<file path="src/rtl/md_iter_if.sv">
// md_iter_if: request/response bundle between the execute stage and the iterative mul/div unit
interface md_iter_if #(
    parameter int XLEN = 32
);
    logic            start;
    logic [2:0]      funct3;
    logic [XLEN-1:0] op_a;
    logic [XLEN-1:0] op_b;
    logic [4:0]      rd_in;
    logic            busy;
    logic            done;
    logic [XLEN-1:0] result;
    logic [4:0]      rd_out;
    logic            wb_en;

    modport master (
        output start, funct3, op_a, op_b, rd_in,
        input  busy, done, result, rd_out, wb_en
    );

    modport slave (
        input  start, funct3, op_a, op_b, rd_in,
        output busy, done, result, rd_out, wb_en
    );
endinterface

</file>
<file path="src/rtl/md_iter_unit.sv">
// md_iter_unit: radix-2 iterative RV32M multiply/divide unit driving the register-file write port
module md_iter_unit #(
    parameter int XLEN = 32
) (
    input logic      clk,
    input logic      rst_n,
    md_iter_if.slave bus
);
    typedef enum logic [1:0] {IDLE, MUL, DIV, DONE} state_t;
    state_t            state, nxt;
    logic [2:0]        f3;
    logic [4:0]        rd;
    logic [XLEN-1:0]   am, bm, res, q, r, fin, spc_res;
    logic [2*XLEN-1:0] acc, acc_n, prod;
    logic [XLEN:0]     sum, rsh, diff;
    logic [5:0]        cnt;
    logic              sa, neg, ovf, sgn_a, sgn_b, a_neg, b_neg, spc, last;

    always_comb begin
        sgn_a   = bus.funct3 inside {3'd0, 3'd1, 3'd2, 3'd4, 3'd6};
        sgn_b   = bus.funct3 inside {3'd0, 3'd1, 3'd4, 3'd6};
        a_neg   = sgn_a & bus.op_a[XLEN-1];
        b_neg   = sgn_b & bus.op_b[XLEN-1];
        sum     = {1'b0, acc[2*XLEN-1:XLEN]} + (bm[cnt[4:0]] ? {1'b0, am} : '0);
        rsh     = {acc[2*XLEN-1:XLEN], am[~cnt[4:0]]};
        diff    = rsh - {1'b0, bm};
        // MUL shifts the product right past the multiplier; DIV shifts quotient bits in from the right
        acc_n   = (state == MUL) ? {sum, acc[XLEN-1:1]}
                                 : {diff[XLEN] ? rsh[XLEN-1:0] : diff[XLEN-1:0], acc[XLEN-2:0], ~diff[XLEN]};
        prod    = neg ? -acc_n : acc_n;
        q       = neg ? -acc_n[XLEN-1:0] : acc_n[XLEN-1:0];
        r       = sa ? -acc_n[2*XLEN-1:XLEN] : acc_n[2*XLEN-1:XLEN];
        fin     = (state == MUL) ? ((f3[1:0] == 2'd0) ? prod[XLEN-1:0] : prod[2*XLEN-1:XLEN])
                                 : (f3[1] ? r : q);
        spc     = (state == DIV) & (~|bm | ovf);
        spc_res = ~|bm ? (f3[1] ? (sa ? -am : am) : '1)
                       : (f3[1] ? '0 : {1'b1, {(XLEN-1){1'b0}}});
        last    = cnt == 6'(XLEN-1);
    end

    always_comb begin
        nxt = state;
        case (state)
            IDLE:     nxt = bus.start ? (bus.funct3[2] ? DIV : MUL) : IDLE;
            MUL, DIV: nxt = (last | spc) ? DONE : state;
            default:  nxt = IDLE;
        endcase
    end

    always_ff @(posedge clk or negedge rst_n)
        if (!rst_n) state <= IDLE;
        else state <= nxt;

    always_ff @(posedge clk or negedge rst_n) begin
        if (!rst_n) begin
            f3  <= '0;
            rd  <= '0;
            am  <= '0;
            bm  <= '0;
            sa  <= 1'b0;
            neg <= 1'b0;
            ovf <= 1'b0;
            acc <= '0;
            cnt <= '0;
            res <= '0;
        end else if (state == IDLE) begin
            if (bus.start) begin
                f3  <= bus.funct3;
                rd  <= bus.rd_in;
                am  <= a_neg ? -bus.op_a : bus.op_a;
                bm  <= b_neg ? -bus.op_b : bus.op_b;
                sa  <= a_neg;
                neg <= a_neg ^ b_neg;
                ovf <= bus.funct3[2] & ~bus.funct3[0] & (bus.op_a == {1'b1, {(XLEN-1){1'b0}}}) & (&bus.op_b);
                acc <= '0;
                cnt <= '0;
            end
        end else if (spc) begin
            res <= spc_res;
        end else if (state != DONE) begin
            acc <= acc_n;
            cnt <= cnt + 6'd1;
            if (last) res <= fin;
        end
    end

    assign bus.busy   = state != IDLE;
    assign bus.done   = state == DONE;
    assign bus.result = res;
    assign bus.rd_out = rd;
    assign bus.wb_en  = (state == DONE) & |rd;
endmodule

</file>
<file path="src/flat_wrapper.sv">
// flat-port wrapper written by rule: the top's interface ports become plain ports
module md_iter_unit_flat 
#(
    parameter int XLEN = 32
)
  (clk, rst_n, bus_start, bus_funct3, bus_op_a, bus_op_b, bus_rd_in, bus_busy, bus_done, bus_result, bus_rd_out, bus_wb_en);
  md_iter_if #(.XLEN(XLEN)) bus_i ();
  input logic clk;
  input logic rst_n;
  input wire logic [$bits(bus_i.start)-1:0] bus_start;
  input wire logic [$bits(bus_i.funct3)-1:0] bus_funct3;
  input wire logic [$bits(bus_i.op_a)-1:0] bus_op_a;
  input wire logic [$bits(bus_i.op_b)-1:0] bus_op_b;
  input wire logic [$bits(bus_i.rd_in)-1:0] bus_rd_in;
  output wire logic [$bits(bus_i.busy)-1:0] bus_busy;
  output wire logic [$bits(bus_i.done)-1:0] bus_done;
  output wire logic [$bits(bus_i.result)-1:0] bus_result;
  output wire logic [$bits(bus_i.rd_out)-1:0] bus_rd_out;
  output wire logic [$bits(bus_i.wb_en)-1:0] bus_wb_en;
  assign bus_i.start = bus_start;
  assign bus_i.funct3 = bus_funct3;
  assign bus_i.op_a = bus_op_a;
  assign bus_i.op_b = bus_op_b;
  assign bus_i.rd_in = bus_rd_in;
  assign bus_busy = bus_i.busy;
  assign bus_done = bus_i.done;
  assign bus_result = bus_i.result;
  assign bus_rd_out = bus_i.rd_out;
  assign bus_wb_en = bus_i.wb_en;
  md_iter_unit #(.XLEN(XLEN)) u_core (.clk(clk), .rst_n(rst_n), .bus(bus_i));
endmodule
</file>
<file path="config.mk">
export PLATFORM = sky130hd
export DESIGN_NAME = md_iter_unit_flat
export DESIGN_NICKNAME = d
export VERILOG_FILES = /design/src/rtl/md_iter_if.sv /design/src/rtl/md_iter_unit.sv /design/src/flat_wrapper.sv
export SDC_FILE = /design/constraint.sdc
export NUM_CORES = 1
export LEC_CHECK = 0
export CORE_MARGIN = 5
export CORE_UTILIZATION = 25
export CTS_CLUSTER_SIZE = 20
export DETAILED_ROUTE_END_ITERATION = 8
export DONT_BUFFER_PORTS = 1
export HOLD_SLACK_MARGIN = 0.03
export SLEW_MARGIN = 40
export SYNTH_ARGS = -nofsm -noshare
export SYNTH_HDL_FRONTEND = slang
export SYNTH_SLANG_ARGS = --single-unit
</file>
<file path="constraint.sdc">
create_clock -name clk -period 22.4 [get_ports clk]
set_input_delay 4.48 -clock clk [delete_from_list [all_inputs] [get_ports clk]]
set_output_delay 4.48 -clock clk [all_outputs]
set_load 0.01 [all_outputs]
</file>
Yosys cells after proc, flatten, opt, wreduce, memory -nomap -nowiden:

Index checks and enable logic that the tools add are counted.

* register bits: 178
* output and inout port bits: 40
* input bits: 75
* logic and storage cells: 100

* mux-type cells: 34
* reduce and logical (&&, ||, !) cells: 17
* equality and inequality tests: 13
* bitwise logic cells: 14
* add/sub/neg operators: 9
* order comparisons: 2

Operators by type and width (number)
* 32-bit 2-to-1 mux: 16
* 64-bit 2-to-1 mux: 6
* 32-bit negation: 5
* 64-bit negation: 1
* 32-bit by 33-bit adder with 33-bit output: 1
* 33-bit by 32-bit subtractor with 33-bit output: 1
* 32-bit == test (second input constant): 1
* 32-bit AND reduction: 1
* 32-bit OR reduction: 1
* 6-bit 2-to-1 mux: 4
* 5-bit by 6-bit less-than comparator with 1-bit output (second input constant): 2
* 1-bit binary-select mux with 5-bit select: 2
* 2-bit nonzero test: 4
* 1-bit AND: 7
* 6-bit by 1-bit adder with 6-bit output (second input constant): 1
* 3-bit == test (second input constant): 2
* 6-bit by 5-bit == test with 1-bit output (second input constant): 1
* 2-bit 2-to-1 mux: 3
* 2-bit != test (second input constant): 3
* 3-bit AND reduction: 2
* 5-bit NOT: 1
* 5-bit nonzero test: 1
* 5-bit OR reduction: 1
* 2-bit == test (second input constant): 2
* 15 further kinds: 20

Depth between registers and ports, before layout:

Gate-level depths: netlist of run 1.

* word-level depth: 13
* depth in mapped cells: 31
* mapped depth without buffers: 28

Worst setup path before layout of run 1:

OpenSTA, ideal clock, no wires.

* kind: register to register
* start: register u_core.cnt[1]
* end: register u_core.res[25], in the netlist u_core.bus.result[25]
* library setup time: 0.124 ns
* arrival: 7.135 ns
* data required time: 22.276 ns
* clock period less this slack: 7.259 ns
* path buffers: 4
* cell stages (with the launch flop): 24
* path slack: 15.141 ns
* path through: dfrtp_1 -> clkbuf_1 -> clkbuf_1 -> clkbuf_1 -> mux4_2 -> mux4_2 -> mux2i_1 -> clkbuf_1 -> nor2_1 -> ha_1 -> fa_1 -> a21o_1 -> a221oi_1 -> o31a_1 -> o41a_1 -> mux2i_1 -> nand2_1 -> a221oi_4 -> or3b_1 -> or4b_1 -> or3_4 -> mux2_4 -> a22oi_1 -> a21oi_1

* cells in the longest elaborated chain, start to end: 13
* elaborated cells between the ends (all ways): 26
* classes of those cells: add/sub (5); eq/ne (1); mux (16); bitwise (2); reduce/logical (2)

RTL lines
* start: declaration: line md_iter_unit.sv:16 `logic [5:0] cnt;`
* start signal: assignment: line md_iter_unit.sv:82 `cnt <= cnt + 6'd1;`
* 5-bit NOT: line md_iter_unit.sv:25 `rsh = {acc[2*XLEN-1:XLEN], am[~cnt[4:0]]};`
* 1-bit binary-select mux with 5-bit select: line md_iter_unit.sv:25
* 1-bit 2-to-1 mux (implied by the code): line md_iter_unit.sv:25
* 33-bit by 32-bit subtractor with 33-bit output: line md_iter_unit.sv:26 `diff = rsh - {1'b0, bm};`
* 32-bit 2-to-1 mux or 1-bit NOT (tied branches): line md_iter_unit.sv:29 `: {diff[XLEN] ? rsh[XLEN-1:0] : diff[XLEN-1:0], acc[XLEN-2:0], ~diff[XLEN]};`
* 64-bit 2-to-1 mux: line md_iter_unit.sv:28 `acc_n = (state == MUL) ? {sum, acc[XLEN-1:1]}`
* 64-bit negation (tied with other cells): line md_iter_unit.sv:30 `prod = neg ? -acc_n : acc_n;`
* 64-bit 2-to-1 mux (tied with other cells): line md_iter_unit.sv:30
* 32-bit 2-to-1 mux (on tied branches): line md_iter_unit.sv:33, md_iter_unit.sv:34
* 32-bit 2-to-1 mux: line md_iter_unit.sv:33 `fin = (state == MUL) ? ((f3[1:0] == 2'd0) ? prod[XLEN-1:0] : prod[2*XLEN-1:XLEN])`
* 32-bit 2-to-1 mux: line md_iter_unit.sv:83 `if (last) res <= fin;`
* 32-bit 2-to-1 mux: line md_iter_unit.sv:80 `end else if (state != DONE) begin`
* 32-bit 2-to-1 mux: line md_iter_unit.sv:78 `end else if (spc) begin`
* end signal: assignment: line md_iter_unit.sv:79 `res <= spc_res;`
* end signal: assignment: line md_iter_unit.sv:83
* end: declaration: line md_iter_unit.sv:13 `logic [XLEN-1:0] am, bm, res, q, r, fin, spc_res;`

Several ways; a longest one is shown, not always the timed one. The select of a mux whose other input is x is not followed.
A chain may end at the register's enable or synchronous reset.

Final worst setup path of run 1:

* start: register u_core.cnt[2]
* end: register u_core.res[18], in the netlist u_core.bus.result[18]

The elaborated chain is that of the path after synthesis.

==> results of run 1 <==
==> worst max-delay path: cells and delay by family (launching register included) <==
kind / cells / cell delay (ps)
AND/OR/NAND/NOR: 12 / 3800
buffers and inverters: 3 / 510
flip-flops: 1 / 660
adder cells (fa/ha/maj): 3 / 820
AO/OA/AOI/OAI: 9 / 1830
XOR/XNOR: 1 / 150
==> worst paths after layout <==
check                                        endpoint  slack, ps  cells after the start
worst min register to register         u_core.acc[31]        530                      2
worst max register to register  u_core.bus.result[18]      14500                     28
worst min-delay path                   u_core.acc[31]        530                      2
worst max-delay path            u_core.bus.result[18]      14500                     28
min in group asynchronous              u_core.acc[11]       3730                      0
max in group asynchronous                  u_core.neg      18130                      0
==> final cells by class <==
class | count | share of cell area [%]
repair buffers | 37 | 1.388
flip-flops and latches | 178 | 22.28
well taps | 959 | 5.998
inverters | 83 | 1.557
multi-input cells | 2038 | 65.73
clock buffers | 20 | 2.283
clock inverters | 11 | 0.7693
==> state kept, by name, indices dropped and copies added (netlist names) <==
register / flops
u_core.sa: 1
u_core.bus.rd_out: 5
u_core.cnt: 6
u_core.ovf: 1
u_core.bm: 32
u_core.am: 32
u_core.acc: 64
u_core.f3: 2
u_core.state: 2
u_core.neg: 1
u_core.bus.result: 32
==> metrics by stage <==
| step | std cells | instance area, um2 | setup WS, ps | hold WS, ps |
|---|---|---|---|---|
| floorplan | 2458 | 18480 | 15140 | 466.9 |
| global placement | 3295 | 19360 | 14540 | 501.9 |
| detailed placement | 3295 | 19390 | 14460 | 504.2 |
| CTS | 3326 | 20000 | 14430 | 520.7 |
| global route | 3326 | 20010 | 14110 | 572.9 |
| finish | 3326 | 20010 | 14500 | 528.4 |
==> Yosys cell counts, types with 12 or more instances <==
library cell	n	area, um2
dfrtp_1	178	4454
ha_1	75	938.4
or2_2	16	100.1
a31oi_1	25	156.4
o41ai_1	13	113.9
nor2b_1	39	244.0
xor2_1	86	753.2
a211o_1	13	113.9
a211oi_1	40	300.3
or3_1	26	162.7
mux2i_1	65	650.6
o21ai_0	225	1126
nand4_1	44	275.3
a21o_1	31	232.7
o211ai_1	22	165.2
buf_2	24	120.1
inv_1	81	304.0
a21oi_1	188	940.9
o21a_1	18	135.1
xnor2_1	106	928.4
o31ai_1	68	510.5
nor3_1	54	270.3
nand3_1	79	395.4
o221ai_1	12	105.1
nor2_1	172	645.6
nor4_1	35	219.0
and2_1	12	75.07
clkbuf_1	123	461.7
nand2_1	329	1235
nand2b_1	20	125.1
a22oi_1	13	97.59
==> routing by layer <==
metal / up-vias / GRT usage (%) / part of all wire, %
li1: 8818 / - / -
met1: 9272 / 24.87 / 41
met2: 923 / 30.70 / 46
met3: 183 / 3.594 / 8.0
met4: 0 / 8.084 / 5.1
met5: - / 0 / 0
==> cell families (layout without fill, tap and decap cells) <==
group           Yosys count  count (layout)  share of synthesized area [%]
flops                   178             178                          24.11
simple gates            904             904                          23.87
mux                      81              81                          5.127
buf+inv                 242             151                          5.167
xor+xnor                192             192                          9.102
compound gates          784             784                          27.33
fa+ha+maj                77              77                          5.296
==> implementation parameters, run 1 <==
Parameter                              Value

Clock tree
  Root Buffer ... clkbuf_16
  H-tree levels ... 4
  TritonCTS buffer count ... 17
  Number of setup buffers added after CTS ... 0
  Number of buffers inserted for hold repair after clock tree synthesis ... 0
  # clock sinks ... 178
  Number of gates resized after cts ... 0
  CTS tree ... built
  Clock insertion delay at the later pin of the skew report ... 480 ps
  Buffers from clock root to sink, at most ... 2
  Clock-pin transition on the worst setup and hold timing paths ... 80 ps

Logic synthesis
  Portion of the post-synthesis area used by sequential elements ... 24.11%
  Synthesized net count ... 2610
  Post-synth cell types ... 100
  Number of flops mapped to enable cells by yosys ... 0
  Register bit count reported by yosys ... 178
  Warnings from Yosys ... 0
  Total standard cell area after synthesis ... approximately 18000 um2
  Synth Area per Inst ... 7.516 um2
  Gate count of the mapped netlist ... about 2500
  Async set or reset register ratio after synthesis ... 100.0%
  Most instantiated flip-flop cell in the synthesis netlist ... dfrtp_1

Floorplanning
  Area of the core ... 73080 um2
  Floorplan die width ... 281.8 um
  Starting utilization of the core area ... 25.28%
  Total I/O pin count ... 115
  Die extent in y ... 281.8 um
  Placement row count ... 99
  Area of the die ... 79440 um2

Route
  Vias after detailed routing ... 19200
  Drt total wl ... 77640 um
  Vias per std cell ... 5.771
  Wire length per cell ... 23.34 um
  Pre-antenna DRT Iters ... 8
  Initial DRC Count ... 2268
  Detailed-route DRC error count ... 0
  Remaining number of nets flagged by the antenna check after routing ... 0

Critical path
  Crit Path Max Fanout ... 28
  Critical path start-end classification ... flip-flop to flip-flop
  Startpoint type of the worst setup path ... flip-flop
  Required arrival time at the worst endpoint ... 22770 ps
  Slowest CP cell ... or4b_2
  Slowest Stage Delay on Critical Path ... 760 ps
  Critical path data arrival time ... approximately 8300 ps
  Crit path capture type ... flip-flop
  Worst reg2reg path startpoint ... u_core.cnt[2]
  First element of the critical path ... u_core.cnt[2]

Global routing
  First-pass GRT wire length ... 116100 um
  Global-route total usage across every layer ... 18.98%
  Pin count of the biggest net entering global routing ... 179
  Total gr overflow ... 0
  Via count of the first global-routing pass ... between 15000 and 20000
  Number of antenna violations at the first check in global routing ... 3

Timing
  Max-slew violation count ... 0
  Post-layout min period ... about 7900 ps
  Slew at the pin closest to its max-slew limit ... 965.2 ps
  Highest achievable clock rate ... 126.6 MHz
  Final Hold Vio Count ... 0
  Post-Route Skew ... 23.71 ps
  Setup total negative slack ... 0 ps
  Worst max-slew margin expressed relative to the limit ... 35.27%
  RSZ-0062 raised after global routing ... false
  Final number of setup-violating endpoints ... 0
  Final period utilization ... 35.25%

Cells and area
  Share of layout cells above drive strength 1 ... about 6.5%
  Most common library cell in the layout ignoring fill and taps ... nand2_1
  Storage cell area ... 4457 um2
  Area of the multi-input gates ... between 10000 and 15000 um2
  Final core utilization ... 27.37%
  Area Growth Syn to Fin ... 8.282%
  Net count of the finished layout ... 2507
  Filler Cell Count ... 8012
  Highest-count cells in the layout ignoring fill and taps ... 326 x nand2_1, 224 x o21ai_0, 188 x a21oi_1
  Diode insertion count for antenna repair ... 0

Outcome
  Result of the run ... finished, final reports clean

Placement
  Buffers added on ports ... 0
  Post-detailed-placement half-perimeter wirelength ... 59820 um
  Final weighted congestion in routability-driven placement ... roughly 0.99

Flow run
  MaxCap Viol Count ... 0

Hold path
  Hold/Removal Path Class ... flip-flop to flip-flop
  Start point of the worst hold path ... u_core.acc[31]
Power of run 1 is left out: the tool's default activity adds up to more than one toggle a clock period on the data nets, which glitch-free logic cannot reach.
==> run 2: changes to the inputs <==
==> constraint.sdc (replaced) <==
create_clock -name clk -period 7.8 [get_ports clk]
set_input_delay 1.56 -clock clk [delete_from_list [all_inputs] [get_ports clk]]
set_output_delay 1.56 -clock clk [all_outputs]
set_load 0.01 [all_outputs]
==> run 2 against run 1 <==
Effect of this change: first-iteration DRC count shrank 5.1%; critical path depth is the same; routed wire length down 0.30%; cell count rose by 0.24%; sequential share of layout area about the same; clock skew is 1.3 ps lower; via count is 0.10% lower; die area stayed put; critical endpoint unchanged.
==> implementation parameters, run 2 (synthesis results as in run 1) <==
Parameter                              Value

Timing
  Max-slew violation count ... 0 (unchanged)
  Slew at the pin closest to its max-slew limit ... 902.3 ps (-62.84 ps)
  Highest achievable clock rate ... 137.0 MHz (+8.1%)
  Final number of setup-violating endpoints ... 0 (unchanged)
  Final Hold Vio Count ... 0 (unchanged)
  RSZ-0062 raised after global routing ... false
  Post-layout min period ... 7301 ps (-594.9 ps)
  Worst max-slew margin expressed relative to the limit ... 38.89% (+3.6 points)
  Setup total negative slack ... 0 ps (unchanged)
  Final period utilization ... 93.60% (+58 points)
  Post-Route Skew ... 22.44 ps (-1.279 ps)

Flow run
  MaxCap Viol Count ... 0 (unchanged)

Cells and area
  Share of layout cells above drive strength 1 ... 6.863% (+0.31 points)
  Net count of the finished layout ... 2514 (+0.28%)
  Most common library cell in the layout ignoring fill and taps ... nand2_1
  Highest-count cells in the layout ignoring fill and taps ... 326 x nand2_1, 223 x o21ai_0, 188 x a21oi_1
  Largest register FFs ... 64 (unchanged)
  Area Growth Syn to Fin ... 8.309% (about the same)
  Register bank with the most flops ... u_core.acc
  Diode insertion count for antenna repair ... 0 (unchanged)

Critical path
  Startpoint type of the worst setup path ... flip-flop
  Critical path start-end classification ... flip-flop to flip-flop
  Slowest Stage Delay on Critical Path ... 750 ps (about the same)
  Crit path capture type ... flip-flop
  Number of logic stages on the critical path including buffering ... 28 (unchanged)
  Category of cells accounting for the largest share of critical-path delay ... simple AND/OR/NAND/NOR gates
  Logic depth of the worst register-to-register path ... 28 (unchanged)
  Required arrival time at the worst endpoint ... 8180 ps (-14590 ps)
  Cell with the most instances on the worst path ... nand3_1
  Crit path buf inv count ... 3 (unchanged)
  Crit Path Max Fanout ... 19 (-32%)
  Slowest CP cell ... or4b_2
  Critical path data arrival time ... 7680 ps (-590 ps)

Route
  Pre-antenna DRT Iters ... 6 (-2)
  Detailed-route DRC error count ... 0 (unchanged)
  Vias after detailed routing ... 19180 (-0.10%)
  Initial DRC Count ... 2153 (-5.1%)
  Remaining number of nets flagged by the antenna check after routing ... 0 (unchanged)
  Vias per std cell ... 5.752 (-0.34%)
  Drt total wl ... 77400 um (-0.30%)
  Wire length per cell ... 23.22 um (-0.54%)

Outcome
  Result of the run ... finished, final reports clean

Clock tree
  Number of buffers inserted for hold repair after clock tree synthesis ... 0 (unchanged)
  CTS tree ... built
  Clock insertion delay at the later pin of the skew report ... 490 ps (about the same)
  # clock sinks ... 178 (unchanged)
  H-tree levels ... 4 (unchanged)
  Root Buffer ... clkbuf_16
  Clock-pin transition on the worst setup and hold timing paths ... 80 ps (about the same)
  Buffers from clock root to sink, at most ... 2 (unchanged)
  TritonCTS buffer count ... 17 (unchanged)

Global routing
  First-pass GRT wire length ... 115000 um (-0.89%)
  Total gr overflow ... 0 (unchanged)
  Global-route total usage across every layer ... 18.82% (-0.16 points)
  Pin count of the biggest net entering global routing ... 179 (unchanged)
  Via count of the first global-routing pass ... 17850 (+0.93%)
  Number of antenna violations at the first check in global routing ... 1 (-2)

Placement
  Buffers added on ports ... 0 (unchanged)
  Final weighted congestion in routability-driven placement ... 1.003 (+1.0%)
  Post-detailed-placement half-perimeter wirelength ... 60070 um (+0.41%)

Floorplanning
  Area of the core ... 73080 um2 (unchanged)
  Total I/O pin count ... 115 (unchanged)
  Starting utilization of the core area ... 25.28% (unchanged)
  Die extent in y ... 281.8 um (unchanged)
  Floorplan die width ... 281.8 um (unchanged)
  Placement row count ... 99 (unchanged)
  Area of the die ... 79440 um2 (unchanged)

Hold path
  Hold/Removal Path Class ... flip-flop to flip-flop
  Worst hold path cell count ... 2 (unchanged)
## run 2: cell count changes in the layout (fill, tap and decap cells not counted), sizes merged
cell	delta
buf	+7
clkinvlp	-1
clkinv	+5
bufinv	-2
inv	-1
## run 2: path summary, 6_finish.rpt
path,startpoint,endpoint,slack (ps)
worst max register to register,u_core.cnt[1],u_core.bus.result[18],500
worst min-delay path,u_core.acc[31],u_core.acc[31],520
min in group asynchronous,rst_n,u_core.acc[39],790
worst min register to register,u_core.acc[31],u_core.acc[31],520
max in group asynchronous,rst_n,u_core.neg,6440
worst max-delay path,u_core.cnt[1],u_core.bus.result[18],500
## run 2: layout make-up
type                    count  area [um2]
clock inverters            12       110.1
clock buffers              20       446.7
well taps                 959        1200
repair buffers             44       330.3
multi-input cells        2038       13160
inverters                  83       311.5
flip-flops and latches    178        4456
fillers                  8071       53070
## run 2: what timing repair did
action / CTS / global route
setup endpoints to repair: 0 / 1
resized for setup: 0 / 1
setup buffers: 0 / 0
## run 2: per-layer routing
layer	track usage [%]	share of wire, %
met3	4.231	8.6
met5	0	0.017
met4	9.679	6.0
met1	24.03	41
met2	29.90	45
## run 2: through the flow
step	instance area (um2)	hold slack (ps)	utilization, %	worst slack [ps]	instances
after floorplan	18480	466.9	-	540.5	2458
after global placement	19410	492.1	26.56	582.3	3302
after detailed placement	19440	494.6	26.59	540.5	3302
after CTS	19990	512.1	27.36	517.6	3334
after global routing	20010	555.2	27.38	149.8	3334
final	20010	517.8	27.38	498.8	3334
## run 2: tightest hold or removal path: stages (launching register included)
cell	delay, ps
dfrtp_1	370
nand2_1	60
o31ai_1	60
Power of run 2 is left out for the same reason.
